<file path="config.mk">
export PLATFORM = sky130hd
export DESIGN_NAME = vga_scan_driver
export DESIGN_NICKNAME = d
export VERILOG_FILES = /design/src/rtl/vga_pkg.sv /design/src/rtl/scan_counter.sv /design/src/rtl/vga_scan_driver.sv
export SDC_FILE = /design/constraint.sdc
export NUM_CORES = 1
export LEC_CHECK = 0
export BUFFER_PORTS_ARGS = -buffer_cell sky130_fd_sc_hd__clkbuf_2
export CAP_MARGIN = 20
export CORE_MARGIN = 1.5
export CORE_UTILIZATION = 51
export CTS_CLUSTER_SIZE = 14
export DETAILED_ROUTE_END_ITERATION = 8
export GPL_ROUTABILITY_DRIVEN = 0
export PLACE_DENSITY = 0.77
export SLEW_MARGIN = 0
export SYNTH_ARGS = -nofsm -noshare
export SYNTH_HDL_FRONTEND = slang
export SYNTH_SLANG_ARGS = --single-unit
export TNS_END_PERCENT = 10
</file>
<file path="constraint.sdc">
create_clock -name clk -period 1.96 [get_ports clk]
set_input_delay 0.392 -clock clk [delete_from_list [all_inputs] [get_ports clk]]
set_output_delay 0.392 -clock clk [all_outputs]
set_load 0.005 [all_outputs]
</file>
<file path="src/rtl/vga_pkg.sv">
// Shared timing defaults and colour definitions for the 640x480 VGA scan path.
package vga_pkg;

    localparam logic [9:0] DEF_H_ACTIVE = 10'd640;
    localparam logic [9:0] DEF_H_FP     = 10'd16;
    localparam logic [9:0] DEF_H_SYNC   = 10'd96;
    localparam logic [9:0] DEF_H_BP     = 10'd48;
    localparam logic [9:0] DEF_V_ACTIVE = 10'd480;
    localparam logic [9:0] DEF_V_FP     = 10'd10;
    localparam logic [9:0] DEF_V_SYNC   = 10'd2;
    localparam logic [9:0] DEF_V_BP     = 10'd33;

    localparam logic [9:0] H_TOTAL = DEF_H_ACTIVE + DEF_H_FP + DEF_H_SYNC + DEF_H_BP;
    localparam logic [9:0] V_TOTAL = DEF_V_ACTIVE + DEF_V_FP + DEF_V_SYNC + DEF_V_BP;

    typedef logic [2:0] color_t;

    localparam int COLOR_R = 2;
    localparam int COLOR_G = 1;
    localparam int COLOR_B = 0;

    localparam color_t COLOR_BLACK = 3'b000;
    localparam color_t COLOR_WHITE = 3'b111;
    localparam color_t COLOR_RED   = 3'b100;
    localparam color_t COLOR_BLUE  = 3'b001;

endpackage

</file>
<file path="src/rtl/scan_counter.sv">
// Modulo-TOTAL scan counter; wrap flags the enabled cycle that returns the count to zero.
module scan_counter
    import vga_pkg::*;
#(
    parameter logic [9:0] TOTAL = H_TOTAL
) (
    input  logic       clk,
    input  logic       rst,
    input  logic       en,
    output logic [9:0] count,
    output logic       wrap
);

    logic [9:0] count_q;
    logic [9:0] count_d;
    logic       at_last;

    assign at_last = (count_q == TOTAL - 10'd1);
    assign wrap    = en && at_last;
    assign count   = count_q;

    always_comb begin
        count_d = count_q;
        if (en) begin
            count_d = at_last ? '0 : count_q + 10'd1;
        end
    end

    always_ff @(posedge clk) begin
        if (rst) begin
            count_q <= '0;
        end else begin
            count_q <= count_d;
        end
    end

endmodule

</file>
<file path="src/rtl/vga_scan_driver.sv">
// Raster scan driver: x/y coordinate generation, blanking mask and one-stage RGB/sync alignment.
// Optional monitor-alignment border enabled by defining VGA_SCAN_BORDER_EN.
module vga_scan_driver
    import vga_pkg::*;
#(
    parameter logic [9:0] H_ACTIVE = DEF_H_ACTIVE,
    parameter logic [9:0] H_FP     = DEF_H_FP,
    parameter logic [9:0] H_SYNC   = DEF_H_SYNC,
    parameter logic [9:0] H_BP     = DEF_H_BP,
    parameter logic [9:0] V_ACTIVE = DEF_V_ACTIVE,
    parameter logic [9:0] V_FP     = DEF_V_FP,
    parameter logic [9:0] V_SYNC   = DEF_V_SYNC,
    parameter logic [9:0] V_BP     = DEF_V_BP
) (
    input  logic       clk,
    input  logic       rst,
    input  logic       pix_en,
    input  logic [2:0] shape_color,
    output logic [9:0] x,
    output logic [9:0] y,
    output logic       hsync,
    output logic       vsync,
    output logic       red,
    output logic       green,
    output logic       blue,
    output logic       de,
    output logic       frame_start
);

    localparam logic [9:0] LINE_TOTAL  = H_ACTIVE + H_FP + H_SYNC + H_BP;
    localparam logic [9:0] FRAME_TOTAL = V_ACTIVE + V_FP + V_SYNC + V_BP;
    localparam logic [9:0] HS_FIRST    = H_ACTIVE + H_FP;
    localparam logic [9:0] HS_LAST     = H_ACTIVE + H_FP + H_SYNC - 10'd1;
    localparam logic [9:0] VS_FIRST    = V_ACTIVE + V_FP;
    localparam logic [9:0] VS_LAST     = V_ACTIVE + V_FP + V_SYNC - 10'd1;

    logic [9:0] h;
    logic [9:0] v;
    logic       h_wrap;
    logic       v_wrap;

    scan_counter #(.TOTAL(LINE_TOTAL)) u_h_count (
        .clk   (clk),
        .rst   (rst),
        .en    (pix_en),
        .count (h),
        .wrap  (h_wrap)
    );

    scan_counter #(.TOTAL(FRAME_TOTAL)) u_v_count (
        .clk   (clk),
        .rst   (rst),
        .en    (h_wrap),
        .count (v),
        .wrap  (v_wrap)
    );

    assign x = h;
    assign y = v;

    logic   active;
    color_t pix_color;
    color_t rgb_d;
    logic   hsync_d;
    logic   vsync_d;
    logic   frame_start_d;

    color_t rgb_q;
    logic   de_q;
    logic   hsync_q;
    logic   vsync_q;
    logic   frame_start_q;
    // Registered "counters sit at (0,0)": set by the frame wrap instead of a 20-bit compare.
    logic   origin_q;

    always_comb begin
        active    = (h < H_ACTIVE) && (v < V_ACTIVE);
        pix_color = shape_color;
`ifdef VGA_SCAN_BORDER_EN
        if (h == '0 || h == H_ACTIVE - 10'd1 || v == '0 || v == V_ACTIVE - 10'd1) begin
            pix_color = COLOR_WHITE;
        end
`endif
        rgb_d         = active ? pix_color : COLOR_BLACK;
        hsync_d       = !((h >= HS_FIRST) && (h <= HS_LAST));
        vsync_d       = !((v >= VS_FIRST) && (v <= VS_LAST));
        frame_start_d = pix_en && origin_q;
    end

    always_ff @(posedge clk) begin
        if (rst) begin
            rgb_q         <= COLOR_BLACK;
            de_q          <= 1'b0;
            hsync_q       <= 1'b1;
            vsync_q       <= 1'b1;
            frame_start_q <= 1'b0;
            origin_q      <= 1'b1;
        end else begin
            // Not gated by pix_en so the pulse lasts one clk even with a slow strobe.
            frame_start_q <= frame_start_d;
            if (pix_en) begin
                rgb_q    <= rgb_d;
                de_q     <= active;
                hsync_q  <= hsync_d;
                vsync_q  <= vsync_d;
                origin_q <= v_wrap;
            end
        end
    end

    assign red         = rgb_q[COLOR_R];
    assign green       = rgb_q[COLOR_G];
    assign blue        = rgb_q[COLOR_B];
    assign de          = de_q;
    assign hsync       = hsync_q;
    assign vsync       = vsync_q;
    assign frame_start = frame_start_q;

endmodule

</file>
==> summary by stage, run 1 <==
Run status
The run finished with clean final reports.

Power
Of the total power, the share spent switching nets is 21.8%. The total power divided by cell area is 604 nW/um2. In this run the power spent charging and discharging nets is 0.000202 W.

In this run, the combinational gates consume 6.3% of the power. Registers are responsible for 64.1% of the overall power. Across the VDD grid, the largest voltage drop is 0.399 mV. For this design the static power due to leakage is 0.609 nW. The portion of total power attributed to the clock network is 29.6%. The cell-internal power is 0.000721 W.

Floorplanning
The overall die area is 2840 um2. For this design the top-level I/O count stands at 33. Measured along the y axis, the die boundary spans 53.3 um. The core area is 2430 um2. Measured along the x axis, the die boundary spans 53.3 um. In this run the core area contains 18 standard-cell rows.

Once the floorplan was initialized, standard cells occupied 53.1% of the core.

Logic synthesis
The mapped netlist covers 1290 um2. Yosys mapped a number of flops with a built-in enable equal to 0. The unique cell type count in the Yosys netlist is 36. The proportion of register bits with asynchronous set or reset after synthesis is 0%. For this run, the number of Yosys warnings is 0. The synthesized area per cell is 8.84 um2. The instance count of the mapped netlist is 146. The main flop type after synthesis is sky130_fd_sc_hd__dfxtp_1. Counting every net in the synthesized netlist gives 156.

After synthesis, flip-flops and latches occupy 43.4% of the total area. Counting flops and latches in the post-synthesis netlist gives 28.

GRT
Summed over all layers, the global routing overflow is 0. The first-pass GRT wire length is 4440 um. Entering global routing, the biggest net connects 21 pins. The total track usage is 21.1%. The number of global-route vias before repair is 1045.

The initial antenna violation count is 0.

CTS
Post-CTS repair changed the size of 0 cells. Clock-pin slew was measured on the worst setup and hold paths at 0.14 ns. In this run, post-CTS hold repair placed 0 buffers. For the worst-skew pair, the clock arrives at the later sink with an insertion delay of 0.32 ns. The total CTS buffers is 3. The maximum clock insertion buffer count is 2. TritonCTS built the clock tree. The tree is rooted in a sky130_fd_sc_hd__clkbuf_4.

The clock drives 28 sinks. The post-CTS setup-driven buffer insertion count is 0. In this run the number of H-tree levels came out at 1.

Routing
The total iterations of the first detailed-routing run is 4. The routed layout has 1184 vias. The residual antenna-violating net count after detailed routing is 0. In the routed design, unresolved DRC markers number 0. The routed design has 2650 um of wire. Dividing the detail-routed via count by the number of cells gives 5.61. The detail-routed net length per standard cell is 12.6 um. In this run, the number of DRC markers left after iteration 0 of detailed routing was 21.

Timing
Setup repair after global routing left no endpoint under its margin. Adding up every negative setup slack in the final design gives 0 ns. The highest achievable clock rate is 562 MHz. The post-route fraction of the period consumed by the critical path is 90.8%. The final worst clock skew is 0.00568 ns. On the final layout, the worst hold slack is 0.306 ns.

The minimum clock period after layout is 1.78 ns. The hold violation count in the final report is 0. At the pin with the least slew margin, the transition time is 0.430 ns. The worst pin sits at a relative slew slack of 71.3%.

The count of final max-slew check failures was 0. The final worst slack is 0.181 ns. Setup violations remaining at the end of the flow were counted as 0.

Placement
The HPWL after detailed placement is 1990 um. Input and output buffers added on the ports amount to 32. The placed instances occupy a cell area of 1490 um2.

The setup slack after placement is 0.210 ns.

Cells and area
The net count reported at finish is 192. The share of final-layout standard cells stronger than drive strength 1 is 23.8%. The antenna diode instance count is 0.

The number of fill cells in the layout is 225. After routing the design area is 1530 um2. The core occupancy in the finished layout is 62.8%. Compared with the post-synthesis result, the final layout area differs by 18.3%.

Worst setup path
The worst setup path is launched from a flop. The worst endpoint data arrival time is 2.04 ns. The critical path is of the reg -> reg type. The worst reg-to-reg setup slack is 0.18 ns. Along the worst path, the maximum fanout reaches 20. The worst setup path is captured at a flop. The required time at the endpoint of the critical path is 2.22 ns.

Job
Across the run, the number of max-cap violations was 0.

Hold path
The type of the most critical hold path is in -> reg.
-- cell usage in the layout (no fill, tap or decap), types with 5 or more instances in the layout --
cell type and n:
sky130_fd_sc_hd__dfxtp_1 28, sky130_fd_sc_hd__xor2_1 5, sky130_fd_sc_hd__inv_1 6, sky130_fd_sc_hd__nand4_1 8, sky130_fd_sc_hd__nand3_1 8, sky130_fd_sc_hd__o21ai_0 6, sky130_fd_sc_hd__a21oi_1 11, sky130_fd_sc_hd__nor2_1 17
sky130_fd_sc_hd__clkbuf_2 32, sky130_fd_sc_hd__or3_1 5, sky130_fd_sc_hd__nand2_1 8
-- registers in the layout, summed over array words and instances (netlist names) --
| name | cells |
|---|---|
| rgb_q | 3 |
| de | 1 |
| origin_q | 1 |
| u_h_count.count | 10 |
| hsync | 1 |
| frame_start | 1 |
| u_v_count.count | 10 |
| vsync | 1 |
-- Yosys cell counts (all sizes together), types with 3 or more instances --
library cell  instances  share of area, %
a22oi                 3               1.7
or3                   5               2.4
a21oi                11               4.3
nand3                 8               3.1
xor2                  5               3.4
xnor2                 4               2.7
nor2                 17               4.9
o31ai                 3               1.7
dfxtp                28                43
nand4                 8               3.9
or4                   3               1.7
buf                   3               1.5
o21ai                 6               2.3
ha                    4               3.9
nand2                 8               2.3
inv                   6               1.7
nor3                  3               1.2
-- path summary, 6_finish.rpt --
| check | cells after the start | endpoint | from |
|---|---|---|---|
| worst max-delay path | 5 | u_v_count.count[7] | u_h_count.count[2] |
| worst min-delay path | 3 | rgb_q[2] | shape_color[2] |
| worst max register to register | 5 | u_v_count.count[7] | u_h_count.count[2] |
| worst min register to register | 2 | frame_start | origin_q |
-- kinds of logic (layout without fill, tap and decap cells) --
group           after synthesis  after routing  share of synthesized area, %
mux                           1              1                         0.775
buf+inv                      11             46                          3.88
compound gates               27             27                          12.8
simple gates                 66             66                          29.2
flops                        28             28                          43.4
fa+ha+maj                     4              4                          3.88
xor+xnor                      9              9                          6.10
-- stage by stage --
stage	total power, W	cells
2_1_floorplan	0.000636	146
3_3_place_gp	0.000659	207
3_5_place_dp	0.000663	207
4_1_cts	0.000933	211
5_1_grt	0.000969	211
6_report	0.000922	211
-- critical path: stages, from the launching register on --
cell and delay, ns:
sky130_fd_sc_hd__dfxtp_1 0.45, sky130_fd_sc_hd__and4_1 0.29, sky130_fd_sc_hd__nand4_1 0.10, sky130_fd_sc_hd__buf_4 0.21, sky130_fd_sc_hd__or4_1 0.51, sky130_fd_sc_hd__a21oi_1 0.16
-- power groups by stage --
| stage | clock network, W | logic, W | registers (W) |
|---|---|---|---|
| floorplan | 0 | 0.0000321 | 0.000603 |
| global placement | 0 | 0.0000558 | 0.000603 |
| detailed placement | 0 | 0.0000584 | 0.000604 |
| CTS | 0.000282 | 0.0000587 | 0.000592 |
| global route | 0.000308 | 0.0000669 | 0.000594 |
| finish | 0.000273 | 0.0000578 | 0.000592 |
-- layout make-up --
cell class | count | area (um2) | share of cell area, %
inverters | 6 | 22.5 | 1.47
repair buffers | 36 | 190 | 12.4
clock buffers | 4 | 36.3 | 2.38
flip-flops and latches | 28 | 561 | 36.7
well taps | 30 | 37.5 | 2.46
multi-input cells | 107 | 681 | 44.6
-- layer usage --
| metal | global-route usage (%) | vias up | wire (um) |
|---|---|---|---|
| met3 | 2.54 | 2 | 104 |
| met2 | 35.4 | 27 | 1290 |
| li1 | - | 598 | - |
| met5 | 0 | - | 0 |
| met4 | 7.26 | 0 | 15 |
| met1 | 27.5 | 557 | 1240 |
No activity file was read; power rests on OpenSTA's default activity.
==> run 2: changes to the inputs <==
Settings changed: CORE_UTILIZATION 51 to 52, PLACE_DENSITY 0.77 to 0.78, SYNTH_HIERARCHICAL set to 1.
==> summary by stage, run 2 <==
Timing
The final worst slack is 0.0664 ns. The minimum clock period after layout is 1.89 ns. Setup repair after global routing left no endpoint under its margin. After routing, the total negative slack on setup checks comes to 0 ns. The hold violation count in the final report is 0.

The post-route fraction of the period consumed by the critical path is 96.6%. The pin slew with the least headroom to its limit is 0.405 ns. The highest achievable clock rate is 528 MHz.

The final worst clock skew is 0.0102 ns. The relative slew slack is 73.0%. Setup violations remaining at the end of the flow were counted as 0.

The count of final max-slew check failures is 0.

Hold path
The type of the most critical hold path is in -> reg. The start point of the worst min-delay path is shape_color[1]. The end point of the worst hold path is rgb_q[1]. The worst hold path passes through 3 cells.

Floorplanning
The die boundary width is 54.2 um. The core area is 2480 um2. In this run the core area contains 18 standard-cell rows. The vertical die dimension is 54.2 um. The floorplan step defined a die boundary enclosing 2940 um2.

The starting density of the core is 55.1%. The I/O pin count is 33.

Power
The largest voltage drop on the vdd net is 0.438 mV. The portion of total power attributed to the clock network is 37.3%. In this run the power density over the cells is 603 nW/um2.

The internal portion of the total power is 0.000815 W. Combinational logic is responsible for 5.6% of the overall power. The net switching power of the design is 0.000213 W. The static power due to leakage is 0.686 nW. After layout, the design draws a total of 0.00103 W.

In this run, flip-flops and latches consume 57.1% of the power. Net switching is 20.7% of the power.

GRT
The met2 capacity usage during global routing is 37.1%. Global routing finished with a remaining overflow of 0. In the global route stage, met1 resource usage came out at 33.0%. In this run the most used layer during global routing was met2. The global routing met3 resource utilization is 3.28%.

The maximum number of pins on one net before global-route repair is 23. The initial antenna violation count is 0. The first-pass GRT wire length is 5090 um. The total track usage is 23.9%. The number of global-route vias before repair came to 1119.

Logic synthesis
Of the synthesized area, sequential elements account for 41.1%. After synthesis, the mean cell area works out to 9.47 um2. The proportion of register bits with asynchronous set or reset after synthesis is 0%. Ranked by instance count, the synthesized netlist is headed by sky130_fd_sc_hd__dfxtp_1, sky130_fd_sc_hd__nor2_1, sky130_fd_sc_hd__a21oi_1, sky130_fd_sc_hd__xor2_1. The area share of the leading cell type in the synthesized netlist is 41.1%. The number of synthesis warnings is 6.

In this run, synthesis produced a sequential element count of 28. In the synthesized netlist, the number of instances is 144. The library cell with the highest instance count after synthesis is sky130_fd_sc_hd__dfxtp_1. By area the synthesized netlist is led by sky130_fd_sc_hd__dfxtp_1, sky130_fd_sc_hd__xor2_1, sky130_fd_sc_hd__nor2_1. The post-synth design cell area is 1360 um2. The number of flops mapped to enable cells by yosys is 0. The unique cell type count in the Yosys netlist is 42. The cell accounting for the most synthesized area is sky130_fd_sc_hd__dfxtp_1.

The number of nets handed over by synthesis was 153. The main flop type after synthesis is sky130_fd_sc_hd__dfxtp_1.

CTS
Clock-pin slew was measured on the worst setup and hold paths at 0.16 ns. In this run the number of H-tree levels came out at 1. The number of clock sinks is 28.

For the worst-skew pair, the clock arrives at the later sink with an insertion delay of 0.34 ns. The CTS tree is done. The clock passes through at most 2 buffers. The total CTS buffers is 3. Clock tree synthesis selected as its root buffer the cell sky130_fd_sc_hd__clkbuf_4.

Worst setup path
In this run the register-to-register setup slack is 0.07 ns. On the worst path, the slowest cell contributes a delay of 0.54 ns. The cell with the biggest individual delay on the critical path is sky130_fd_sc_hd__or4_4. The most critical setup path has its startpoint at u_h_count/count[5]. The reg-to-reg startpoint is u_h_count/count[5].

Traced cell by cell, the critical path runs through nor4b_4 -> nand3_2 -> nor2_4 -> nand4_2 -> or4_4 -> a21oi_2. The worst endpoint data arrival time is 2.18 ns. The worst setup path is of the reg -> reg kind. The highest fanout seen on the critical path is 4. STA classifies the critical path startpoint as a flop. The kind of capture point of the worst setup path is a flop.

The worst register-to-register path ends at u_v_count/count[9]. The required time at the endpoint of the critical path is 2.25 ns. The number of cells on the worst reg-to-reg path is 6.

Cells and area
The layout overhead on the synthesized area is 25.0%. Once layout is done, the placed cells without fillers occupy 1700 um2. The leading cell type in the layout, fill and taps excluded is sky130_fd_sc_hd__clkbuf_2.

The repair_antennas step left the layout with diodes totalling 0. The net count reported at finish is 198. Cells with a size suffix above 1 make up 31.9% of the layout.

For this run, the share of the core covered by cells in the final layout is 68.8%. In the layout the commonest cells are sky130_fd_sc_hd__clkbuf_2, sky130_fd_sc_hd__dfxtp_1, sky130_fd_sc_hd__buf_4, sky130_fd_sc_hd__nor2_1. The number of fill cells in the layout is 195.

Run status
The flow ran to the end, and the final reports show no timing, DRC or antenna violations.

Routing
The first detailed-routing pass ran for 4 iterations. The final wirelength is 3340 um. Using the TritonRoute via totals, the vias-per-cell ratio works out to 5.85. The residual antenna-violating net count after detailed routing is 0.

The final routed DRC violation total is 0. The via count of the routed design is 1276. After the first detailed-routing iteration, the DRC count stood at 18. The detail-routed net length per standard cell is 15.3 um.

Placement
After detailed placement, the total cell area comes to 1610 um2. The number of port buffers is 32. Timing analysis after detailed placement gives a worst setup slack of 0.00148 ns. The HPWL after detailed placement is 2330 um.

Job
The max-cap violation count is 0.
## run 2: final cells by class
type / count / area, um2 / share of cell area (%)
Clock buffer: 3 / 22.5 / 1.32
Clock inverter: 1 / 30.0 / 1.76
Tap cell: 30 / 37.5 / 2.20
Sequential cell: 28 / 561 / 32.9
Timing Repair Buffer: 45 / 258 / 15.1
Multi-Input combinational cell: 108 / 785 / 46.0
Inverter: 3 / 11.3 / 0.661
## run 2: timing repair
action                                  4_1_cts  5_1_grt
hold buffers                                  0        0
endpoints found under the setup margin        7       10
resized for setup                             1        5
buffers inserted                              0        2
pin swaps                                     0        2
## run 2: critical path: cells and delay by family (launching register included)
kind	cells	cell delay (ns)
AO/OA/AOI/OAI	1	0.14
AND/OR/NAND/NOR	5	1.35
flip-flops	1	0.36
## run 2: through the flow
step,std cells,hold slack [ns]
final,218,0.264
after CTS,216,0.260
after detailed placement,212,0.453
after floorplan,144,0.421
after global routing,218,0.254
after global placement,212,0.445
## run 2: power groups by stage
stage | clock network [W] | registers (W) | logic, W
finish | 0.000383 | 0.000587 | 0.0000576
global route | 0.000407 | 0.000589 | 0.0000640
CTS | 0.000387 | 0.000587 | 0.0000580
detailed placement | 0 | 0.000599 | 0.0000578
global placement | 0 | 0.000598 | 0.0000551
floorplan | 0 | 0.000599 | 0.0000327
## run 2: how the worst max path moves through the flow
| stage | slack (ns) | to | cells after the start |
|---|---|---|---|
| finish | 0.07 | u_v_count/count[9] | 6 |
| global route | 0.01 | u_v_count/count[9] | 6 |
| CTS | 0.02 | u_v_count/count[9] | 6 |
| detailed placement | 0.001 | u_v_count/count[9] | 6 |
| global placement | 0.05 | u_v_count/count[9] | 6 |
| floorplan | 0.03 | u_v_count/count[9] | 7 |
## run 2: logic make-up after synthesis
kind of cell	Yosys count	share of synthesized area (%)
mux	1	0.734
buf+inv	8	3.49
fa+ha+maj	3	2.75
xor+xnor	10	6.42
compound gates	26	13.8
simple gates	68	31.7
flops	28	41.1
## run 2: metal layers
metal  share of wire, %  up-vias
met5                  0        -
met4                1.6        0
met3                5.1        6
met2                 49       42
met1                 44      604
li1                   -      624
==> run 3: changes to the inputs <==
Settings changed: RECOVER_POWER set to 25, SETUP_SLACK_MARGIN set to 0.15.
==> summary by stage, run 3 (synthesis results as in run 2) <==
Power
Combinational logic is responsible for 6.2% of the overall power. In this run the power spent charging and discharging nets is 0.000219 W. The largest voltage drop on the vdd net is 0.441 mV. Overall power consumption after layout is estimated at 0.00104 W. Net switching is 21.1% of the power. The static power due to leakage is 0.715 nW. The total power divided by cell area is 590 nW/um2. The internal portion of the total power is 0.000818 W. The portion of total power attributed to sequential cells is 56.6%.

Per report_power, the clock group accounts for 37.3% of the total.

Timing
The total of endpoints with negative setup slack in the final report is 0. The hold violation count in the final report is 0. The total negative slack for setup checks is 0 ns. Headroom to the max-slew limit came out at 56.5%. The count of final max-slew check failures came to 0. Setup repair after global routing could not meet its margin everywhere. Based on the critical path, the design can be clocked at up to 544 MHz. After layout, the worst setup slack is 0.123 ns.

Across the routed clock network, the largest skew measured is 0.00613 ns. The minimum clock period after layout is 1.84 ns. The final critical path takes up 93.7% of the cycle. For the pin with the worst max-slew slack, the measured transition is 0.652 ns.

CTS
The deepest level of the CTS H-tree is 1. The later-pin clock latency in the skew report is 0.34 ns. After clock tree synthesis, the clock-pin slew on the worst setup and hold paths is 0.16 ns. The total CTS buffers is 3. The tree is rooted in a sky130_fd_sc_hd__clkbuf_4. The number of clock sinks is 28. TritonCTS built the clock tree. The maximum clock insertion buffer count is 2.

Placement
The post-placement cell count is 211. The setup slack after placement is 0.0329 ns. The placed instances occupy a cell area of 1620 um2. The count of buffers added on input and output ports is 32. The HPWL after detailed placement is 2220 um.

Floorplanning
The I/O pin count is 33. The vertical die dimension is 54.2 um. From left edge to right edge, the die measures 54.2 um.

The number of placement rows is 18. The overall die area is 2940 um2. The core area is 2480 um2. The initial utilization of the core area, before any placement, comes to 55.1%.

Worst setup path
The longest individual stage delay on the worst path is 0.40 ns. Among all stages on the critical path, the largest delay is contributed by sky130_fd_sc_hd__or3_1. The highest fanout seen on the critical path is 6. Traced cell by cell, the critical path runs through nor4b_4 -> nand3_2 -> nor2_1 -> buf_4 -> nand4_1 -> or3_1 -> a21oi_1. At the worst endpoint, the required time is 2.25 ns. The critical path launch point type is a flop. The classification of the worst setup path is reg -> reg. The kind of capture point of the worst setup path is a flop. The worst endpoint data arrival time is 2.13 ns.

Cells and area
The leading cell type in the layout, fill and taps excluded is sky130_fd_sc_hd__clkbuf_2. The count of non-filler cells in the finished layout is 223. Summing all multi-input logic gate instances after layout gives 790 um2. The sequential cells in the finished layout cover a total of 566 um2. Compared with the post-synthesis result, the final layout area differs by 28.8%. Counting the fill cells in the layout gives 209. The finished cells cover 1760 um2. The top cell types in the final layout, fill and taps aside, are sky130_fd_sc_hd__clkbuf_2, sky130_fd_sc_hd__dfxtp_1, sky130_fd_sc_hd__buf_4, sky130_fd_sc_hd__nor2_1. The repair_antennas step left the layout with diodes totalling 0. Of the cells placed in the final design, the portion with a size suffix greater than 1 is 33.2%. In the final design database the tool counted 203 nets.

Run status
The run finished with clean final reports.

GRT
After global routing the overflow that remains totals 0. The initial antenna violation count is 0. The first global-routing pass estimated 5000 um of wire.

The number of global-route vias before repair is 1076. In the global route stage, overall resource usage came out at 23.6%. The maximum number of pins on one net before global-route repair is 23.

Routing
The DRC marker count from the first detailed-route iteration is 22. For this block, the routed nets add up to 3400 um of wire. Dividing the detail-routed wire length by the instance count gives 15.2 um.

The residual antenna-violating net count after detailed routing is 0. Before antenna repair, the detailed router went through 4 iterations. The mean number of vias per cell is 5.73. For this run, design rule violations remaining after detail routing come to 0. The via count of the routed design is 1278.

Job
The max-cap violation count is 0.

Hold path
The type of the most critical hold path is in -> reg.
[run 3: cell count changes in the layout (fill, tap and decap cells not counted), sizes merged]
cell | previous run | this run
buf | 13 | 17
clkbuf | 35 | 36
[run 3: what timing repair did]
action / 4_1_cts / 5_1_grt
endpoints found under the setup margin: 10 / 11
hold buffers: 0 / 0
gates resized for setup: 6 / 2
setup buffers: 4 / 4
pin swaps: 4 / 6
[run 3: cell type report]
cell class | instances | share of cell area (%)
multi-input combinational | 108 | 44.9
sequential | 28 | 32.2
timing repair buffer | 50 | 17.1
tap | 30 | 2.14
clock inverter | 1 | 1.71
clock buffer | 3 | 1.28
inverter | 3 | 0.641
[run 3: worst max-delay path, delay by kind of cell, from the launching register on]
kind / cells / cell delay (ns)
AOI/OAI and AO/OA: 1 / 0.11
and+or+nand+nor: 5 / 1.15
buffers and inverters: 1 / 0.17
DFF: 1 / 0.37
[run 3: final timing paths]
kind                                    startpoint                 end  slack [ns]  cells past startpoint
worst min register to register            origin_q         frame_start        0.47                      1
worst max register to register  u_h_count/count[7]  u_v_count/count[6]        0.12                      7
worst max-delay path            u_h_count/count[7]  u_v_count/count[6]        0.12                      7
worst min-delay path                shape_color[0]            rgb_q[0]        0.27                      3
[run 3: metrics by stage]
| step | utilization (%) | hold WS, ns |
|---|---|---|
| floorplan | - | 0.421 |
| global placement | 65.6 | 0.435 |
| detailed placement | 65.6 | 0.438 |
| CTS | 69.8 | 0.262 |
| global route | 70.9 | 0.259 |
| finish | 70.9 | 0.270 |
[run 3: power groups by stage]
stage | sequential (W) | combinational [W] | clock, W
2_1_floorplan | 0.000599 | 0.0000327 | 0
3_3_place_gp | 0.000598 | 0.0000588 | 0
3_5_place_dp | 0.000599 | 0.0000609 | 0
4_1_cts | 0.000587 | 0.0000652 | 0.000397
5_1_grt | 0.000589 | 0.0000693 | 0.000417
6_report | 0.000587 | 0.0000639 | 0.000387
[run 3: routing by layer]
metal	track usage, %	share of wire, %
met5	0	0
met4	10.0	2.0
met3	2.46	4.2
met1	32.0	46
met2	38.2	48
